### src/rtl/dac_readback.sv
// ---------------------------------------------------------------------------
// dac_readback
//   Reads BYTES bytes back from eight synchronous-read memory banks (four
//   "odd" and four "even" banks sharing one read-data bus). Each byte is
//   serialised MSB first on si_data. Every byte takes 11 cycles:
//   READ, WAIT, SHIFT x8 and NEXT.
//
// Ports
//   clk        : sole clock, rising edge
//   rst        : asynchronous active-high reset
//   start      : single-cycle run request (honoured in IDLE and FINISH only)
//   im_datain  : shared 8-bit read data, valid one cycle after a strobe
//   im_addr    : 5-bit word address, held outside READ
//   odd1_rd..odd4_rd, even1_rd..even4_rd : active-low bank read strobes
//   si_data    : serial data bit, MSB first, 0 when si_valid is low
//   si_valid   : high while si_data carries a bit
//   busy       : high from run start until FINISH
//   im_finish  : high in FINISH
//
// BYTES must be 16..256 in steps of 16.
// ---------------------------------------------------------------------------
module dac_readback #(
  parameter int BYTES = 256
) (
  input  logic       clk,
  input  logic       rst,
  input  logic       start,
  input  logic [7:0] im_datain,
  output logic [4:0] im_addr,
  output logic       odd1_rd,
  output logic       odd2_rd,
  output logic       odd3_rd,
  output logic       odd4_rd,
  output logic       even1_rd,
  output logic       even2_rd,
  output logic       even3_rd,
  output logic       even4_rd,
  output logic       si_data,
  output logic       si_valid,
  output logic       busy,
  output logic       im_finish
);

  typedef enum logic [2:0] {
    IDLE   = 3'd0,
    READ   = 3'd1,
    WAIT   = 3'd2,
    SHIFT  = 3'd3,
    NEXT   = 3'd4,
    FINISH = 3'd5
  } state_t;

  localparam logic [8:0] LAST_K = 9'(BYTES - 1);

  // Active-low strobe vector for byte k. Bits 0..3 are odd1..odd4,
  // bits 4..7 are even1..even4. Polarity is even when k[0]^k[3] is set,
  // and k[7:6] picks the bank within the polarity group.
  function automatic logic [7:0] strobe_mask(input logic [8:0] k);
    logic [7:0] m;
    logic [2:0] sel;
    m      = 8'hFF;
    sel    = {k[0] ^ k[3], k[7:6]};
    m[sel] = 1'b0;
    return m;
  endfunction

  state_t      state_q;
  logic [8:0]  k_q;
  logic [8:0]  k_d;
  logic [4:0]  addr_q;
  logic [7:0]  rd_n_q;
  logic [7:0]  rd_n_d;
  logic [7:0]  sh_q;
  logic [2:0]  bit_q;
  logic        si_data_q;
  logic        si_valid_q;
  logic        busy_q;
  logic        finish_q;

  // Byte index (and its strobe pattern) for the READ that would follow now.
  always_comb begin
    k_d = k_q;
    case (state_q)
      IDLE, FINISH: k_d = 9'd0;
      NEXT:         k_d = k_q + 9'd1;
      default:      k_d = k_q;
    endcase
    rd_n_d = strobe_mask(k_d);
  end

  // Readback FSM; all outputs are registered here so none follows an input.
  always_ff @(posedge clk or posedge rst) begin
    if (rst) begin
      state_q    <= IDLE;
      k_q        <= 9'd0;
      addr_q     <= 5'd0;
      rd_n_q     <= 8'hFF;
      sh_q       <= 8'd0;
      bit_q      <= 3'd0;
      si_data_q  <= 1'b0;
      si_valid_q <= 1'b0;
      busy_q     <= 1'b0;
      finish_q   <= 1'b0;
    end else begin
      case (state_q)
        IDLE, FINISH: begin
          if (start) begin
            state_q  <= READ;
            k_q      <= k_d;
            addr_q   <= k_d[5:1];
            rd_n_q   <= rd_n_d;
            busy_q   <= 1'b1;
            finish_q <= 1'b0;
          end else begin
            state_q  <= state_q;
          end
        end
        READ: begin
          state_q <= WAIT;
          rd_n_q  <= 8'hFF;
        end
        WAIT: begin
          // Bank data arrives one cycle after the strobe; present bit 7
          // immediately and keep the rest for shifting.
          state_q    <= SHIFT;
          si_data_q  <= im_datain[7];
          sh_q       <= {im_datain[6:0], 1'b0};
          si_valid_q <= 1'b1;
          bit_q      <= 3'd0;
        end
        SHIFT: begin
          if (bit_q == 3'd7) begin
            state_q    <= NEXT;
            si_valid_q <= 1'b0;
            si_data_q  <= 1'b0;
          end else begin
            si_data_q <= sh_q[7];
            sh_q      <= {sh_q[6:0], 1'b0};
            bit_q     <= bit_q + 3'd1;
          end
        end
        NEXT: begin
          if (k_q == LAST_K) begin
            state_q  <= FINISH;
            busy_q   <= 1'b0;
            finish_q <= 1'b1;
          end else begin
            state_q <= READ;
            k_q     <= k_d;
            addr_q  <= k_d[5:1];
            rd_n_q  <= rd_n_d;
          end
        end
        default: begin
          state_q    <= IDLE;
          rd_n_q     <= 8'hFF;
          si_valid_q <= 1'b0;
          si_data_q  <= 1'b0;
          busy_q     <= 1'b0;
          finish_q   <= 1'b0;
        end
      endcase
    end
  end

  assign im_addr   = addr_q;
  assign odd1_rd   = rd_n_q[0];
  assign odd2_rd   = rd_n_q[1];
  assign odd3_rd   = rd_n_q[2];
  assign odd4_rd   = rd_n_q[3];
  assign even1_rd  = rd_n_q[4];
  assign even2_rd  = rd_n_q[5];
  assign even3_rd  = rd_n_q[6];
  assign even4_rd  = rd_n_q[7];
  assign si_data   = si_data_q;
  assign si_valid  = si_valid_q;
  assign busy      = busy_q;
  assign im_finish = finish_q;

endmodule

### config.mk
export PLATFORM = sky130hd
export DESIGN_NAME = dac_readback
export DESIGN_NICKNAME = d
export VERILOG_FILES = /design/src/rtl/dac_readback.sv
export SDC_FILE = /design/constraint.sdc
export NUM_CORES = 1
export LEC_CHECK = 0
export ABC_AREA = 1
export CORE_AREA = 2 2 68 70
export DETAILED_ROUTE_END_ITERATION = 16
export DIE_AREA = 0 0 70 72
export GPL_ROUTABILITY_DRIVEN = 0
export GPL_TIMING_DRIVEN = 0
export PLACE_DENSITY = 0.75
export SYNTH_ARGS = -nofsm -noshare
export SYNTH_HDL_FRONTEND = slang
export SYNTH_SLANG_ARGS = --single-unit
### constraint.sdc
create_clock -name clk -period 2.1 [get_ports clk]
set_input_delay 0.21 -clock clk [delete_from_list [all_inputs] [get_ports clk]]
set_output_delay 0.21 -clock clk [all_outputs]
set_load 0.03 [all_outputs]
# Word level (Yosys, flattened, before mapping)
# Index checks and enable logic that the tools add are counted.
[totals]
output_inout_bits = 17
mem_count = 0
latch_bits = 0
rom_bits = 0
mem_bits_rw = 0
regBits = 40
inputBits = 11
[classes]
shift = 0
div = 0
n_eq_ne = 12
magnitude_cmp = 2
reduce_logical = 14
bitwise_logic = 5
n_mux = 30
multipliers = 0
add_sub_neg = 2
[op_table]
columns = ["operator", "n"]
rows = [
  ["$pmux 9 s2", 2],
  ["$mux 8", 3],
  ["$pmux 8 s3", 1],
  ["$mux 9", 2],
  ["$pmux 8 s2", 1],
  ["$pmux 3 s5", 1],
  ["$mux 3", 4],
  ["$pmux 1 s3", 4],
  ["$mux 5", 2],
  ["$ne 2x2->1 const B", 5],
  ["$pmux 5 s2", 1],
  ["$add 9x1->9 const B", 1],
  ["$eq 3x3->1 const B", 3],
  ["$eq 9x8->1 const B", 1],
  ["$reduce_and 3->1", 3],
  ["$not 8->8", 1],
  ["$mux 1", 7],
  ["$eq 3x2->1 const B", 2],
  ["$pmux 3 s2", 1],
  ["$reduce_and 2->1", 3],
  ["$lt 3x4->1 const B", 1],
  ["$reduce_bool 2->1", 2],
  ["$reduce_or 2->1", 2],
  ["$reduce_or 4->1", 1],
  ["other kinds (9)", 11],
]

# Logic depth before layout (Yosys ltp)
# Gate-level depths: netlist of the first run.
[depth]
ltp_word = 11
depth_mapped = 11

# Worst setup path before layout of the first run
# No wires, ideal clock.
[synth_timing]
kind = "reg-to-reg"
startpoint = "reg k_q[0]"
endpoint = "reg (tool-made name)"
synth_period_minus_slack_ps = 1753
required_ps = 2005
slack_ps = 347
arrival_time_ps = 1658
path_buffers = 1
setup_ps = 95
path_stages_with_launch = 10
path_cell_list = "dfrtp_1 ha_1 nand3_1 nor4_1 ha_1 nand2_2 nand2_4 buf_2 nand2_1 o31ai_1"
[synth_rtl]
columns = ["item", "line", "rtl"]
rows = [
  ["start, declared", "68", "logic [8:0] k_q;"],
  ["start signal, assigned", "109", "k_q <= k_d;"],
  ["start signal, assigned", "149", "k_q <= k_d;"],
]

# Worst setup path in the final report of the first run
[layout_timing]
startpoint = "reg k_q[0]"
endpoint = "reg k_q[8]"
[layout_via]
elab_chain_len = 4
word_cells_on_any_way = 8
[layout_lines]
columns = ["item", "line", "rtl"]
rows = [
  ["$add 9x1->9", "85", "NEXT: k_d = k_q + 9'd1;"],
  ["$pmux 9 s2", "83", "case (state_q)"],
  ["$mux 9, on equally long branches", "143, 107", ""],
  ["$pmux 9 s2", "105", "case (state_q)"],
]
# Parallel ways exist; a longest one is shown, timed or not. The select of a mux whose other input is x is not followed.
# A chain may end at the register's enable or synchronous reset.

==> results by stage, run 1 <==
Run status:
- The run finished with clean final reports.

Yosys:
- The total of warnings raised by yosys is 0.
- The net count of the mapped netlist is 249.
- The most area-hungry cell type in the Yosys netlist is dfrtp_1.
- The count of unique library cells instantiated by Yosys is 31.
- The top-area cell type share of the netlist area is 34.83%.
- The mean area per synthesized cell is 7.983 sq um.
- Yosys attributes the largest share of cell area to dfrtp_1, nand2_1, dfstp_2.
- The cell count after synthesis is 234.
- The mapped netlist covers 1868 sq um.
- The synthesized design contains 34 register bits.
- For this run, the register share of the synthesized area comes to 46.08%.

Global routing:
- The pin count of the biggest net entering global routing is 35.
- The number of antenna violations at the first check in global routing is 0.
- The global-route wire length before repair is 6.644 mm.
- The via count of the first global-routing pass is 1523.
- Across every metal layer, demand over resource in global routing totals 16.54%.
- The overflow left after global routing is 0.

Setup path:
- On the worst path, the slowest cell contributes a delay of 0.42 ns.
- The category of the critical setup timing path is reg2reg.
- The biggest fanout along the worst timing path is 10.
- The kind of capture point of the worst setup path is a flop.
- At the worst endpoint, the required time is 2.29 ns.
- The largest individual stage delay along the critical path comes from the cell dfrtp_2.
- The arrival time of the worst setup path is 2.13 ns.
- Counting cells, the worst reg-to-reg path comes to 9.
- The worst setup path is launched from a flop.
- The worst reg2reg path endpoint is k_q[8]$_DFFE_PP0P_.
- The worst reg2reg path startpoint is k_q[0]$_DFFE_PP0P_.
- The slack of the worst reg-to-reg path is 0.16 ns.
- The critical path goes through ha_1 -> nand3_1 -> nor4_2 -> ha_2 -> nand2_2 -> nand2_4 -> buf_4 -> nand2_1 -> o31ai_1.

Floorplanning:
- The core region is 4264 sq um.
- Once the floorplan was initialized, standard cells occupied 43.81% of the core.
- The number of cell rows is 24.
- The die is 72 um tall.
- The die extent in x is 70 um.
- The count of pins on the block boundary is 28.
- The die covers 5040 sq um.

STA:
- Setup total negative slack on the finished layout was measured at 0 ns.
- The shortest clock period the worst path allows after layout is 1.938 ns.
- The worst-case headroom to the max-slew limit is 55.70%.
- The final setup violation count is 0.
- The share of the cycle needed by the critical path after routing is 92.31%.
- The actual slew at the worst max-slew pin is 0.6605 ns.
- The number of failing hold endpoints at the final stage is 0.
- The highest attainable clock frequency is 515.9 MHz.
- The total count of max-transition violations in the final report is 0.
- On the final layout, the worst clock skew is 0.006377 ns.
- The final worst hold slack is 0.2400 ns.
- Setup repair after global routing left no endpoint under its margin.

Placement:
- In this run the cell area measured after placement is 2203 sq um.
- The half-perimeter wire length of the detailed placement result is 2.690 mm.
- The number of buffers added on ports is 27.

Layout:
- For this run, the post-layout net count is 284.
- 0 antenna diodes ended up in the layout.
- The post-route netlist has 18.52% of its cells at a drive strength greater than 1.
- Once layout is complete, the utilization of the core stands at 54.90%.
- The area growth from synthesis to final layout is 25.32%.
- The cell area after layout is 2341 sq um.

Power:
- The largest vdd supply drop is 0.6527 mV.
- For this design the static power due to leakage is 1.099 nW.
- The total chip power is 2.774 mW.
- Power spread over the standard cell area amounts to 1185 nW/um^2.

Routing:
- For this block, the initial DRC count from the detailed router was 73.
- The total number of vias is 1553.
- Once detail routing completed, the nets flagged for antenna violations numbered 0.
- The detailed-route vias per instance is 4.823.
- The routed wire length is 3.720 mm.
- The final routed DRC violation total is 0.
- The pre-antenna-repair detailed-routing pass consisted of 4 iterations.
- In the final routed layout, each cell accounts on average for 11.55 um.

Clock network:
- TritonCTS built the clock tree.
- In this run the deepest clock path goes through 2 buffers.
- The number of buffers inserted during clock tree synthesis is 5.
- The root buffer cell chosen for the clock tree is clkbuf_8.
- The clock slew at the register clock pins of the worst setup and hold paths is 0.07 ns.
- For the worst-skew pair, the clock arrives at the later sink with an insertion delay of 0.29 ns.
- CTS saw 34 sinks.
- The depth of the CTS H-tree is 2.

Hold path:
- The worst hold path class is in2async.

Flow run:
- Across the run, the number of max-cap violations was 0.
## cell type report
type                    instances  area, sq um
multi-input cells             152        812.0
repair buffers                 28        297.8
clock buffers                   7        86.33
fillers                       403         1923
clock inverters                 1        5.005
plain buffers                   8        61.31
well taps                      52        65.06
flip-flops and latches         34        863.3
inverters                      40        150.1
## synthesized netlist by cell type, drive strengths merged
library cell / instances
xnor2: 1
o31ai: 3
nor4: 1
xor2: 1
buf: 8
o21bai: 1
nand3: 19
nand4: 1
dfrtp: 26
a31oi: 3
nor2: 18
nand2: 66
inv: 40
o211ai: 3
dfstp: 8
a22o: 2
and3: 1
o21ai: 19
a21oi: 9
ha: 4
## placed cells by master, fill, tap and decap left out, types with 3 or more instances in the layout
cell type	n
nand2_1	61
inv_1	33
clkdlybuf4s50_1	27
dfrtp_1	24
nand3_1	18
o21ai_1	13
nor2_1	12
dfstp_2	8
inv_2	6
a21oi_1	6
buf_4	6
o21ai_0	6
clkbuf_8	6
nand2_2	4
nor2_2	3
nor2_4	3
o31ai_1	3
o211ai_1	3
ha_1	3
## worst max-delay path by stage
stage                  startpoint                  to  slack [ns]
4_1_cts                      flop  k_q[8]$_DFFE_PP0P_        0.02
3_3_place_gp   k_q[0]$_DFFE_PP0P_  k_q[8]$_DFFE_PP0P_        0.04
5_1_grt        k_q[0]$_DFFE_PP0P_  k_q[8]$_DFFE_PP0P_       0.002
2_1_floorplan  k_q[0]$_DFFE_PP0P_                flop        0.35
3_5_place_dp   k_q[0]$_DFFE_PP0P_  k_q[8]$_DFFE_PP0P_        0.02
6_report       k_q[0]$_DFFE_PP0P_  k_q[8]$_DFFE_PP0P_        0.16
## worst max-delay path: cells and delay by family, from the launching register on
| family | cells | cell delay, ns |
|---|---|---|
| compound gates | 1 | 0.06 |
| fa+ha+maj | 2 | 0.44 |
| buf+inv | 1 | 0.19 |
| flops | 1 | 0.42 |
| simple gates | 5 | 0.71 |
## routing by layer
layer	vias to the layer above	track usage, %	routed length [um]
met5	-	0	0
met4	0	5.769	66
met3	6	4.722	134
met2	27	28.78	1813
met1	714	19.77	1706
li1	806	-	-
## report_power, final
part | internal (mW) | leakage (nW) | switching, mW
Combinational | 0.463 | 0.636 | 0.819
Clock | 0.264 | 0.0482 | 0.234
Sequential | 0.858 | 0.415 | 0.136
Total | 1.59 | 1.10 | 1.19
## repair_timing
action | in CTS | in global routing
hold endpoints to repair | 0 | 0
buffers inserted | 0 | 0
gates resized for setup | 1 | 6
setup endpoints to repair | 2 | 16
hold buffers | 0 | 0
## per-stage QoR
| stage | std cells | setup slack, ns |
|---|---|---|
| 2_1_floorplan | 234 | 0.3467 |
| 3_3_place_gp | 313 | 0.03947 |
| 3_5_place_dp | 313 | 0.01943 |
| 4_1_cts | 321 | 0.02178 |
| 5_1_grt | 322 | 0.002109 |
| 6_report | 322 | 0.1616 |
## cells by family after synthesis
family | synth area share (%)
and+or+nand+nor | 25.52
buffers and inverters | 11.19
AOI/OAI and AO/OA | 13.60
DFF | 46.08
adders and majority gates | 2.679
xor gates and xnor gates | 0.9379
No activity file was read; power rests on OpenSTA's default activity.
==> run 2, diff against run 1 <==
Settings changed: CAP_MARGIN set to 5, CORE_AREA 2 2 68 70 to 2 2 98 72, DIE_AREA 0 0 70 72 to 0 0 100 74, PLACE_DENSITY 0.75 to 0.57.
==> run 2 against run 1 <==
  * Hold slack gained 0.037 ns
  * Total power grew 6.0%
  * Wire length grew 12%
  * Count of clock-buffer cells in the layout unchanged
  * First-iteration DRC count up 48%
  * Sequential cell count unchanged
  * Sequential share of layout area down 0.90 points
  * Via count is 0.32% lower
  * Critical path type unchanged
  * Critical endpoint is now k_q[7]$_DFFE_PP0P_
==> results by stage, run 2 (synthesis gave the netlist of run 1 again) <==
Floorplanning:
- The area of the die is 7400 sq um.
- The count of pins on the block boundary is 28.
- The floorplan step set the die width to 100 um.
- The core area is 6506 sq um.
- The die is 74 um tall.
- The number of cell rows is 25.
- The starting density of the core is 28.71%.

STA:
- In the finished design, the share of the clock period the worst path needs comes to 91.68%.
- Setup repair after global routing left no endpoint under its margin.
- The worst-case headroom to the max-slew limit is 61.41%.
- The clock skew after layout is 0.006800 ns.
- The final setup violation count is 0.
- The shortest clock period the worst path allows after layout is 1.925 ns.
- The highest attainable clock frequency is 519.4 MHz.
- The total count of max-transition violations in the final report is 0.
- Setup slack closes at 0.1746 ns.
- The actual slew at the worst max-slew pin is 0.5782 ns.
- The number of failing hold endpoints at the final stage came to 0.

Clock network:
- After clock tree synthesis, the clock-pin slew on the worst setup and hold paths is 0.08 ns.
- After clock tree synthesis, the flow added hold-fix buffers numbering 0.
- The number of buffers inserted during clock tree synthesis is 5.
- The cell at the root of the clock tree is clkbuf_8.
- The clock reaches the later pin of the worst-skew pair after 0.29 ns.
- Once the clock tree was built, the resizer swapped 3 gates to a different size.
- The clock sink total is 34.
- The number of buffers between clock root and the deepest sink is 2.
- The clock tree from TritonCTS is done.
- The depth of the CTS H-tree is 2.
- The number of setup buffers added after CTS is 0.

Placement:
- The placement-stage cell area is 2267 sq um.
- The post-placement setup slack is -0.09301 ns.
- The number of placed instances, taps included, is 343.
- Port buffering added 27 buffers.
- Summed over all nets, the half-perimeter wirelength after detailed placement is 3.176 mm.

Global routing:
- For this run, the total global-route usage over all layers was measured as 12.82%.
- The overflow left after global routing is 0.
- The via count of the first global-routing pass is 1527.
- The number of antenna violations at the first check in global routing is 0.
- The first global-routing pass estimated 7.320 mm of wire.
- The pin count of the biggest net entering global routing is 24.

Routing:
- Before antenna repair, the detailed router went through 4 iterations.
- The routed layout has 1548 vias.
- After detailed routing, the total wire length is 4.170 mm.
- After detailed routing, the average wire length per cell comes to 11.88 um.
- The final routed DRC violation total is 0.
- The detailed-route vias per instance is 4.410.
- The count of antenna-violating nets left after detailed routing is 0.
- The detailed router finished its first iteration with 108 violations.

Power:
- The net switching power of the design is 1.237 mW.
- In this run, the clock network consumes 21.7% of the power.
- For this design the ratio of total power to cell area is 1226 nW/um^2.
- Summed over all cells, the static leakage comes to 1.110 nW.
- The proportion of total power due to net switching is 42.04%.
- VDD sags by at most 0.4071 mV.
- Sequential cells account for 33.8% of the total power.
- The internal cell power is 1.705 mW.
- The combinational share of power is 44.5%.
- Overall power consumption after layout is estimated at 2.942 mW.

Run status:
- The run finished with clean final reports.

Layout:
- From synthesis to final layout, the design area changed by 28.47%.
- Once layout is complete, the cells apart from fillers number 351.
- The share of layout cells above drive strength 1 is 18.15%.
- The commonest non-fill, non-tap cell in the layout is nand2_1.
- After the last flow step, the layout net total stands at 284.
- The finished cells cover 2400 sq um.
- The number of antenna diodes in the final layout is 0.
- In the layout the commonest cells are nand2_1, inv_1, clkdlybuf4s50_1, dfrtp_1, nand3_1.

Setup path:
- Among the stages of the critical path, the cell type that occurs most often is ha_1.
- The data required time of the worst path is 2.31 ns.
- The slowest cell on the critical path is dfrtp_2.
- STA classifies the critical path startpoint as a flop.
- The worst register-to-register path ends at k_q[7]$_DFFE_PP0P_.
- Data on the critical path arrives at its endpoint at 2.14 ns.
- The biggest fanout along the worst timing path is 10.
- Together, buffers and inverters on the worst path number 1.
- The cell class contributing the biggest share of worst-path delay is simple AND/OR/NAND/NOR gates.
- The slack of the worst reg-to-reg path is 0.17 ns.
- The delay of the slowest cell on the worst path is 0.43 ns.
- The number of cells on the worst reg-to-reg path is 9.
- The kind of capture point of the worst setup path is a flop.
- The worst reg2reg path startpoint is k_q[0]$_DFFE_PP0P_.
- The signal on the critical path passes through ha_1 -> nand3_2 -> nor4_2 -> ha_1 -> nand2_2 -> nand2_4 -> buf_4 -> nand2_1 -> o21ai_1.
- The category of the critical setup timing path is reg2reg.

Hold path:
- The worst hold path class is in2async.

Flow run:
- The tool flagged a number of max-cap violations equal to 0.
==> run 2: changes by cell type in the layout (fill, tap and decap cells not counted) <==
cell / delta
clkinv_1: -1
clkinv_2: -1
bufinv_16: +1
ha_2: -1
ha_1: +1
inv_1: +1
==> run 2: cell type report <==
class	count	area, sq um
inverters	40	150.1
fillers	678	4106
well taps	81	101.3
clock buffers	7	86.33
multi-input cells	152	809.5
repair buffers	28	297.8
plain buffers	8	61.31
flip-flops and latches	34	863.3
clock inverters	1	30.03
==> run 2: worst max path at each step <==
| stage | start | endpoint | slack [ns] | cells past startpoint |
|---|---|---|---|---|
| floorplan | k_q[0]$_DFFE_PP0P_ | flop | 0.35 | 9 |
| global placement | k_q[0]$_DFFE_PP0P_ | k_q[8]$_DFFE_PP0P_ | 0.001 | 9 |
| detailed placement | k_q[0]$_DFFE_PP0P_ | k_q[8]$_DFFE_PP0P_ | -0.09 | 9 |
| CTS | flop | k_q[7]$_DFFE_PP0P_ | 0.05 | 9 |
| global route | k_q[0]$_DFFE_PP0P_ | k_q[7]$_DFFE_PP0P_ | 0.002 | 9 |
| finish | k_q[0]$_DFFE_PP0P_ | k_q[7]$_DFFE_PP0P_ | 0.17 | 9 |
==> run 2: power groups by stage <==
stage                     sequential, mW  combinational (mW)  clock [mW]
after floorplan                     1.06               0.883           0
final                              0.993                1.31       0.638
after detailed placement            1.00                1.32           0
after global placement             0.997                1.27           0
after CTS                          0.993                1.33       0.660
after global routing                1.02                1.50       0.691
==> run 2: stage by stage <==
stage               hold WS, ns  util (%)  setup TNS, ns
floorplan                0.3366         -              0
global placement         0.4658     34.42              0
detailed placement       0.4778     34.85        -0.5884
CTS                      0.2998     36.79              0
global route             0.3226     36.88              0
finish                   0.2772     36.88              0
==> run 2: metal layers <==
layer	part of all wire [%]	up-vias	global-route usage, %
met2	42	26	18.62
met4	1.1	0	4.566
met1	54	705	18.86
met3	3.1	4	2.820
met5	0	-	0
li1	-	813	-
